[src/rtl/alu_div_pkg.sv]
// Purpose: shared types and constants for the ALU signed divider.
// Latency: n/a (declarations only).
// Backpressure: n/a.
package alu_div_pkg;

    // Operand / result width of the ALU divider.
    localparam int DIV_WIDTH = 16;

    // Iteration counter width: must be able to hold the value DIV_WIDTH.
    localparam int DIV_CNT_W = $clog2(DIV_WIDTH) + 1;

    // Quotient reported when the divisor is zero.
    localparam logic [DIV_WIDTH-1:0] DIV_ZERO_QUOT = '1;

    typedef enum logic [1:0] {
        IDLE = 2'd0,
        CALC = 2'd1,
        FIX  = 2'd2
    } div_state_t;

endpackage

[src/rtl/divider_unsigned.sv]
// Purpose: radix-2 restoring divider core on unsigned magnitudes.
// Latency: WIDTH cycles after load; last_iter is high during the final iteration.
// Backpressure: none; a load restarts the core at any time.
//
// Ports:
//   clk, rst        clock, asynchronous active-low reset
//   load            capture dividend/divisor and restart the iteration
//   dividend        unsigned dividend magnitude
//   divisor         unsigned divisor magnitude
//   quotient        unsigned quotient (valid after the last iteration)
//   remainder       unsigned remainder (valid after the last iteration)
//   last_iter       high in the cycle whose edge completes iteration WIDTH
module divider_unsigned
    import alu_div_pkg::*;
#(
    parameter int WIDTH = DIV_WIDTH
) (
    input  logic             clk,
    input  logic             rst,
    input  logic             load,
    input  logic [WIDTH-1:0] dividend,
    input  logic [WIDTH-1:0] divisor,
    output logic [WIDTH-1:0] quotient,
    output logic [WIDTH-1:0] remainder,
    output logic             last_iter
);

    localparam int CNT_W = $clog2(WIDTH) + 1;

    logic [WIDTH-1:0] rem;
    logic [WIDTH-1:0] dvd;
    logic [WIDTH-1:0] dsr;
    logic [CNT_W-1:0] cnt;
    logic             run;

    // The shifted partial remainder and the trial difference carry one extra
    // bit so the borrow of the trial subtraction is visible in the MSB. The
    // stored remainder is always below the divisor, so it fits in WIDTH bits.
    logic [WIDTH:0]   rem_sh;
    logic [WIDTH:0]   trial;
    logic             q_bit;

    assign rem_sh    = {rem, dvd[WIDTH-1]};
    assign trial     = rem_sh - {1'b0, dsr};
    assign q_bit     = ~trial[WIDTH];
    assign last_iter = run && (cnt == CNT_W'(WIDTH - 1));

    always_ff @(posedge clk or negedge rst) begin
        if (!rst) begin
            rem <= '0;
            dvd <= '0;
            dsr <= '0;
            cnt <= '0;
            run <= 1'b0;
        end else if (load) begin
            rem <= '0;
            dvd <= dividend;
            dsr <= divisor;
            cnt <= '0;
            run <= 1'b1;
        end else if (run) begin
            // Quotient bits shift into the vacated low end of the dividend.
            rem <= q_bit ? trial[WIDTH-1:0] : rem_sh[WIDTH-1:0];
            dvd <= {dvd[WIDTH-2:0], q_bit};
            cnt <= cnt + 1'b1;
            if (last_iter) begin
                run <= 1'b0;
            end
        end
    end

    assign quotient  = dvd;
    assign remainder = rem;

endmodule

[src/rtl/signed_divider.sv]
// Purpose: sequential signed divider (truncating quotient, remainder follows dividend) with ALU flags.
// Latency: done pulses 18 cycles after start (2 cycles when b==0).
// Backpressure: start is ignored while busy; results hold until the next completion.
//
// Ports:
//   clk, rst        clock, asynchronous active-low reset
//   start           one-cycle request, sampled only when idle
//   a, b            signed dividend and divisor
//   quotient        signed quotient, truncated toward zero
//   remainder       signed remainder, sign follows the dividend
//   busy            operation in flight
//   done            one-cycle pulse when results are valid
//   div_zero        last operation had b==0
//   Z, N, C, V      zero / negative / carry (always 0) / overflow-or-div-by-zero
module signed_divider
    import alu_div_pkg::*;
#(
    parameter int WIDTH = DIV_WIDTH
) (
    input  logic             clk,
    input  logic             rst,
    input  logic             start,
    input  logic [WIDTH-1:0] a,
    input  logic [WIDTH-1:0] b,
    output logic [WIDTH-1:0] quotient,
    output logic [WIDTH-1:0] remainder,
    output logic             busy,
    output logic             done,
    output logic             div_zero,
    output logic             Z,
    output logic             N,
    output logic             C,
    output logic             V
);

    localparam logic [WIDTH-1:0] MOST_NEG = {1'b1, {(WIDTH-1){1'b0}}};

    div_state_t       state;
    div_state_t       next_state;
    logic             load;
    logic             fix;

    logic [WIDTH-1:0] a_mag;
    logic [WIDTH-1:0] b_mag;
    logic [WIDTH-1:0] uq;
    logic [WIDTH-1:0] ur;
    logic             last_iter;

    logic             sign_q;
    logic             sign_r;
    logic             dz;
    logic             ovf;
    logic [WIDTH-1:0] a_hold;

    logic [WIDTH-1:0] q_res;
    logic [WIDTH-1:0] r_res;

    // Two's-complement magnitudes; the most-negative value maps to
    // 2^(WIDTH-1), which is correct when read as unsigned.
    assign a_mag = a[WIDTH-1] ? (~a + WIDTH'(1)) : a;
    assign b_mag = b[WIDTH-1] ? (~b + WIDTH'(1)) : b;

    divider_unsigned #(
        .WIDTH (WIDTH)
    ) u_core (
        .clk       (clk),
        .rst       (rst),
        .load      (load),
        .dividend  (a_mag),
        .divisor   (b_mag),
        .quotient  (uq),
        .remainder (ur),
        .last_iter (last_iter)
    );

    always_ff @(posedge clk or negedge rst) begin
        if (!rst) begin
            state <= IDLE;
        end else begin
            state <= next_state;
        end
    end

    always_comb begin
        next_state = state;
        load       = 1'b0;
        fix        = 1'b0;
        case (state)
            IDLE: begin
                if (start) begin
                    load       = 1'b1;
                    next_state = (b == '0) ? FIX : CALC;
                end
            end
            CALC: begin
                if (last_iter) begin
                    next_state = FIX;
                end
            end
            FIX: begin
                fix        = 1'b1;
                next_state = IDLE;
            end
            default: begin
                next_state = IDLE;
            end
        endcase
    end

    assign busy = (state != IDLE);

    // Operand attributes captured at start so a and b may change afterwards.
    always_ff @(posedge clk or negedge rst) begin
        if (!rst) begin
            sign_q <= 1'b0;
            sign_r <= 1'b0;
            dz     <= 1'b0;
            ovf    <= 1'b0;
            a_hold <= '0;
        end else if (load) begin
            sign_q <= a[WIDTH-1] ^ b[WIDTH-1];
            sign_r <= a[WIDTH-1];
            dz     <= (b == '0);
            ovf    <= (a == MOST_NEG) && (b == '1);
            a_hold <= a;
        end
    end

    // Sign correction. In the overflow case sign_q is 0 and the magnitude
    // quotient 2^(WIDTH-1) passes straight through as the most-negative value.
    always_comb begin
        q_res = sign_q ? (~uq + WIDTH'(1)) : uq;
        r_res = sign_r ? (~ur + WIDTH'(1)) : ur;
        if (dz) begin
            q_res = DIV_ZERO_QUOT;
            r_res = a_hold;
        end
    end

    always_ff @(posedge clk or negedge rst) begin
        if (!rst) begin
            quotient  <= '0;
            remainder <= '0;
            div_zero  <= 1'b0;
            Z         <= 1'b0;
            N         <= 1'b0;
            V         <= 1'b0;
            done      <= 1'b0;
        end else begin
            done <= fix;
            if (fix) begin
                quotient  <= q_res;
                remainder <= r_res;
                div_zero  <= dz;
                Z         <= (q_res == '0);
                N         <= q_res[WIDTH-1];
                V         <= dz | ovf;
            end
        end
    end

    assign C = 1'b0;

endmodule

[config.mk]
export PLATFORM = sky130hd
export DESIGN_NAME = signed_divider
export DESIGN_NICKNAME = d
export VERILOG_FILES = /design/src/rtl/alu_div_pkg.sv /design/src/rtl/divider_unsigned.sv /design/src/rtl/signed_divider.sv
export SDC_FILE = /design/constraint.sdc
export NUM_CORES = 1
export LEC_CHECK = 0
export CORE_AREA = 2 2 145 147
export DETAILED_ROUTE_END_ITERATION = 8
export DIE_AREA = 0 0 147 149
export HOLD_SLACK_MARGIN = 0.15
export MAX_ROUTING_LAYER = met4
export SYNTH_ARGS = -nofsm -noshare
export SYNTH_HDL_FRONTEND = slang
export SYNTH_HIERARCHICAL = 1
export SYNTH_SLANG_ARGS = --single-unit
[constraint.sdc]
create_clock -name clk -period 2.7 [get_ports clk]
set_input_delay 0.405 -clock clk [delete_from_list [all_inputs] [get_ports clk]]
set_output_delay 0.405 -clock clk [all_outputs]
set_load 0.03 [all_outputs]
; ---- Yosys cells after proc, flatten, opt, wreduce, memory -nomap -nowiden
; Index checks and enable logic that the tools add are counted.
; Widths: inputs -> output; s select.
[word_totals]
regBits = 113
inputBits = 35
output_inout_bits = 39
elab_cells = 69
[op_classes]
add_sub_neg = 6
n_eq_ne = 7
n_mux = 23
bitwise = 7
reduce_logical = 8
[ops]
columns = operator, count
row1 = $mux 16, 11
row2 = $add 16x1->16 const B, 4
row3 = $not 16->16, 4
row4 = $eq 16x16->1 const B, 2
row5 = $logic_not 16->1, 2
row6 = $sub 17x16->17, 1
row7 = $mux 5, 2
row8 = $mux 1, 6
row9 = $mux 2, 3
row10 = $add 5x1->5 const B, 1
row11 = $eq 5x4->1 const B, 1
row12 = $ne 2x2->1 const B, 2
row13 = $pmux 2 s2, 1
row14 = $reduce_bool 2->1, 2
row15 = $eq 2x1->1 const B, 1
row16 = $eq 2x2->1 const B, 1
row17 = $logic_and 1x1->1, 2
row18 = $logic_not 2->1, 1
row19 = $reduce_and 2->1, 1
row20 = $not 1->1, 1
row21 = $or 1x1->1, 1
row22 = $xor 1x1->1, 1

; ---- Depth between registers and ports, before layout
[logic_depth]
ltp_word = 5
mapped_depth = 12
mapped_depth_nobuf = 11

; ---- Cells and area by module
; The synthesis kept the hierarchy.
[by_module_without_submodules]
columns = mod, instances, cells_each, area_each_um2, seq_area_each_um2
row1 = signed_divider, 1, 431, 3763.6, 1426.4
row2 = divider_unsigned, 1, 352, 3281.9, 1351.3

; ---- Least setup slack after synthesis
; Ideal clock, no wire load.
[synth_timing]
path_type = reg-to-reg
from = register state[1]
to = register u_core.rem[2], in the netlist u_core/remainder[2]
setup_time_ns = 0.134
arrival_ns = 2.253
required_ns = 2.566
setup_slack_ns = 0.313
stages_incl_launch_ff = 8
path_buffers = 4
synth_period_minus_slack_ns = 2.387
cell_sequence = dfrtp_1 > or2_2 > nor2_1 > clkbuf_1 > clkbuf_1 > clkbuf_1 > clkbuf_1 > o22ai_1
[synth_via]
elab_chain_cells = 3
word_cells_on_any_way = 4
classes_between = mux: 2 / reduce/logical: 2
[synth_lines]
columns = element, line
row1 = from (decl), signed_divider.sv:38  ; div_state_t state;
row2 = from (signal assigned), signed_divider.sv:80  ; state <= next_state;
row3 = $logic_not 2->1 *, signed_divider.sv:88  ; case (state)
row4 = $mux 1 *, signed_divider.sv:88
row5 = via load, signed_divider.sv:40  ; logic load;
row6 = $mux 16 / $reduce_bool 2->1 (equally long branches), -
row7 = to (signal assigned), divider_unsigned.sv:63  ; rem <= q_bit ? trial[WIDTH-1:0] : rem_sh[WIDTH-1:0];
row8 = to (decl), divider_unsigned.sv:30  ; logic [WIDTH-1:0] rem;
; The timed path passes the listed nets; every way through them passes the cells marked *.
; A chain may end at the register's enable or synchronous reset.

; ---- Worst setup path in the final report
[layout_timing]
from = register u_core.rem[10], in the netlist u_core/remainder[10]
to = register u_core.rem[5], in the netlist u_core/remainder[5]
[layout_via]
elab_chain_cells = 4
[layout_lines]
columns = element, line
row1 = $sub 17x16->17, divider_unsigned.sv:44  ; assign trial = rem_sh - {1'b0, dsr};
row2 = $mux 16, divider_unsigned.sv:63
row3 = $mux 16, divider_unsigned.sv:61  ; end else if (run) begin
row4 = $mux 16, divider_unsigned.sv:55  ; end else if (load) begin
; No other way between the ends. The select of a mux whose other input is x is not followed.

==> metrics <==
leading area contributor after synthesis dfrtp_1; Post-synth EDFFs 0; HPWL Detailed 14700 um; post-synthesis compound-gate area fraction 17.5%; fmax 383 MHz; Final min period 2.61 ns; Area Overhead vs Synth 25.5%; FILL cells 2040; Clk Latency, worst-skew pair 0.36 ns; H-tree Lvls 3; initial antenna violation count 0; Die Width 147 um; WHS Path Cells 2; critical-path cell list ha_1, a21oi_2, o211ai_1, a221oi_2, o21ai_4, xnor2_4, buf_12, clkbuf_16, mux2i_1, a211oi_1; Post-Synthesis Cell Area 7050 um2; #FFs+latches synth 111; Syn Inst Count 783; clk buf depth 2; Avg Cell Area, Syn 9.00 um2; Leakage 0.00380 uW; CTS tree yes; Hold Fails Final Rpt 0; initial DRC count 368; Critical Path End Type flip-flop; DRC 0; die height 149 um; routed vias 5989; RR Startpoint u_core/remainder[10]; Synth Flop Type dfrtp_1; CP startpoint u_core/remainder[10]; synthesized-area fraction occupied by adder cells 4.37%; routed len/inst 16.8 um; Root Buffer clkbuf_16; worst hold start quotient[8]; Finish-stage setup viols 0; via count of the first global-routing pass 5725; final max-slew violation count 0; I/O Pins 74; ys async rst share 100%; CP max stage delay 0.42 ns; Reg-to-Reg End u_core/remainder[5]; clk sinks 111; P per Cell Area 1380 nW/um2; GR Overflow Total 0; final std cells w/o fill 1163; first-pass iteration count of the detailed router 4; initial core utilization 34.3%; number of routed nets with antenna violations 0; portion of netlist area occupied by mux cells 8.31%; Core Area 20600 um2; CP required 2.90 ns; final wirelength 19500 um; clk slew on worst S/H paths 0.08 ns; Hold Slack 0.477 ns; hold endpoint quotient[8]; area of placed instances 8390 um2; share of layout cells above drive strength 1 14.1%; kind of critical path reg2reg; path depth of the worst reg2reg path 10; fin crit share 96.8%; Placed Cells 1143; main combinational cell family by area after synthesis compound AO/OA/AOI/OAI gates; maximum VDD drop 0.000570 V; die area 21900 um2; number of antenna diodes 0; final net count 943; Setup crit start kind flip-flop; first-pass GRT wire length 31300 um; Tightest Pin Transition 0.726 ns; largest net degree at the start of global routing 77; Post-Synth Simple-Gate Area 17.4%; Ys Warns 6; Critical Path Fanout Max 6; CP arrival 2.81 ns; status complete, no violations; setup TNS 0 ns; Seq/Total Area, Yosys 39.4%; worst hold path type reg2reg; Critical-path top delay cell dfrtp_1; Vias/cell 5.15; Max-slew headroom 51.6%; Post-Route Skew 0.0102 ns; Row Count 53; TritonCTS buffer count 9; GR Util All Layers 18.8%; top cells by area, synth dfrtp_1 39%, xnor2_1 6.0%, mux2i_1 5.1%; post-synth top area share 39.4%; design area 8840 um2; Final Wtd Congestion 0.895; Cell variety after synth 78; R2R setup slack 0.09 ns; Max-cap violations 0; total power draw 12200 uW; Port Buf Inserts 72; Post-Syn Nets 842; xor/xnor share of the synthesized area 8.44%
[layer usage]
metal	track usage, %	wire length, um	up-vias
li1	-	-	2948
met3	3.09	767	29
met4	6.78	569	0
met2	30.2	9420	128
met1	24.1	8730	2884
met5	-	0	-
[cell usage in the layout (no fill, tap or decap), types with 11 or more instances in the layout]
cell / n
o21ai_0: 70
clkdlybuf4s50_1: 71
buf_4: 51
nand2b_1: 13
xor2_1: 18
nor3_1: 12
ha_1: 23
mux2i_1: 33
dfrtp_1: 110
a21oi_1: 35
mux2_2: 18
inv_1: 36
nand2_1: 94
o21ai_1: 14
nor2_1: 69
clkbuf_16: 11
a211oi_1: 11
xnor2_1: 48
[cell usage after synthesis, types with 3 or more instances]
cell type  number
nand4_1         7
xor2_1         18
or2_1           3
nor4_1          7
a211oi_1       14
o31ai_1         9
o21ai_0        71
nand3_1         3
nor3_1         12
o31ai_2         3
nor2b_1         5
nand2b_1       13
xnor2_1        48
nand2_1        94
ha_1           23
or2_2           3
o211a_1         3
a21oi_1        36
or3_1           7
o21a_1          4
or4_1           5
o22ai_1         4
o41ai_1         5
and3_1          3
inv_1          36
buf_1           6
dfrtp_1       111
mux2_2         18
a31oi_1         4
nor2_1         70
clkbuf_1       29
o21ai_1        13
mux2i_1        36
[cell type report]
cell class / count / area, um2 / area share (%)
Tap cell: 275 / 344 / 3.89
Multi-Input combinational cell: 593 / 4010 / 45.3
Clock inverter: 6 / 80.1 / 0.906
Sequential cell: 111 / 2780 / 31.4
Inverter: 38 / 143 / 1.61
Clock buffer: 9 / 225 / 2.55
Timing Repair Buffer: 131 / 1260 / 14.3
[critical path, delay by kind of cell, from the launching register on]
kind                     cells  cell delay (ns)
adder cells (fa/ha/maj)      1             0.39
XOR/XNOR                     1             0.20
multiplexers                 1             0.20
buffers and inverters        2             0.29
AO/OA/AOI/OAI                5             0.96
flip-flops                   1             0.42
[power breakdown]
part | internal, uW | switching [uW]
registers | 2390 | 672
logic | 3690 | 4050
clock network | 731 | 654
[sequential cells by signal, indices dropped and copies added (netlist names)]
register          flops
V                     1
Z                     1
u_core/remainder     16
done                  1
ovf                   1
quotient             16
u_core/run            1
remainder            16
a_hold               15
state                 2
div_zero              1
sign_q                1
u_core/quotient      16
sign_r                1
dz                    1
u_core/dsr           16
u_core/cnt            5
[worst max path at each step]
stage / end / cells past startpoint
floorplan: u_core/remainder[2] / 7
global placement: u_core/quotient[14] / 11
detailed placement: u_core/quotient[14] / 11
CTS: u_core/remainder[5] / 12
global route: u_core/remainder[8] / 10
finish: u_core/remainder[5] / 10
[per-stage QoR]
step / setup slack, ns / util [%]
2_1_floorplan: 0.313 / -
3_3_place_gp: -0.0632 / 40.8
3_5_place_dp: -0.0990 / 40.8
4_1_cts: 0.0307 / 42.4
5_1_grt: -0.0196 / 43.0
6_report: 0.0864 / 43.0
[kinds of logic after synthesis]
| logic type | after synthesis |
|---|---|
| and+or+nand+nor | 252 |
| AOI/OAI and AO/OA | 193 |
| DFF | 111 |
| buffers and inverters | 79 |
| xor gates and xnor gates | 67 |
| muxes | 56 |
| adders and majority gates | 24 |
| other | 1 |
[repair_timing]
item / in CTS / in global routing
pin swaps: 0 / 3
hold buffers: 1 / 0
buffers inserted: 0 / 1
gates cloned: 0 / 3
endpoints found under the setup margin: 9 / 15
endpoints found under the hold margin: 28 / 0
gates resized for setup: 1 / 10
Power figures use the tool's default switching activity.
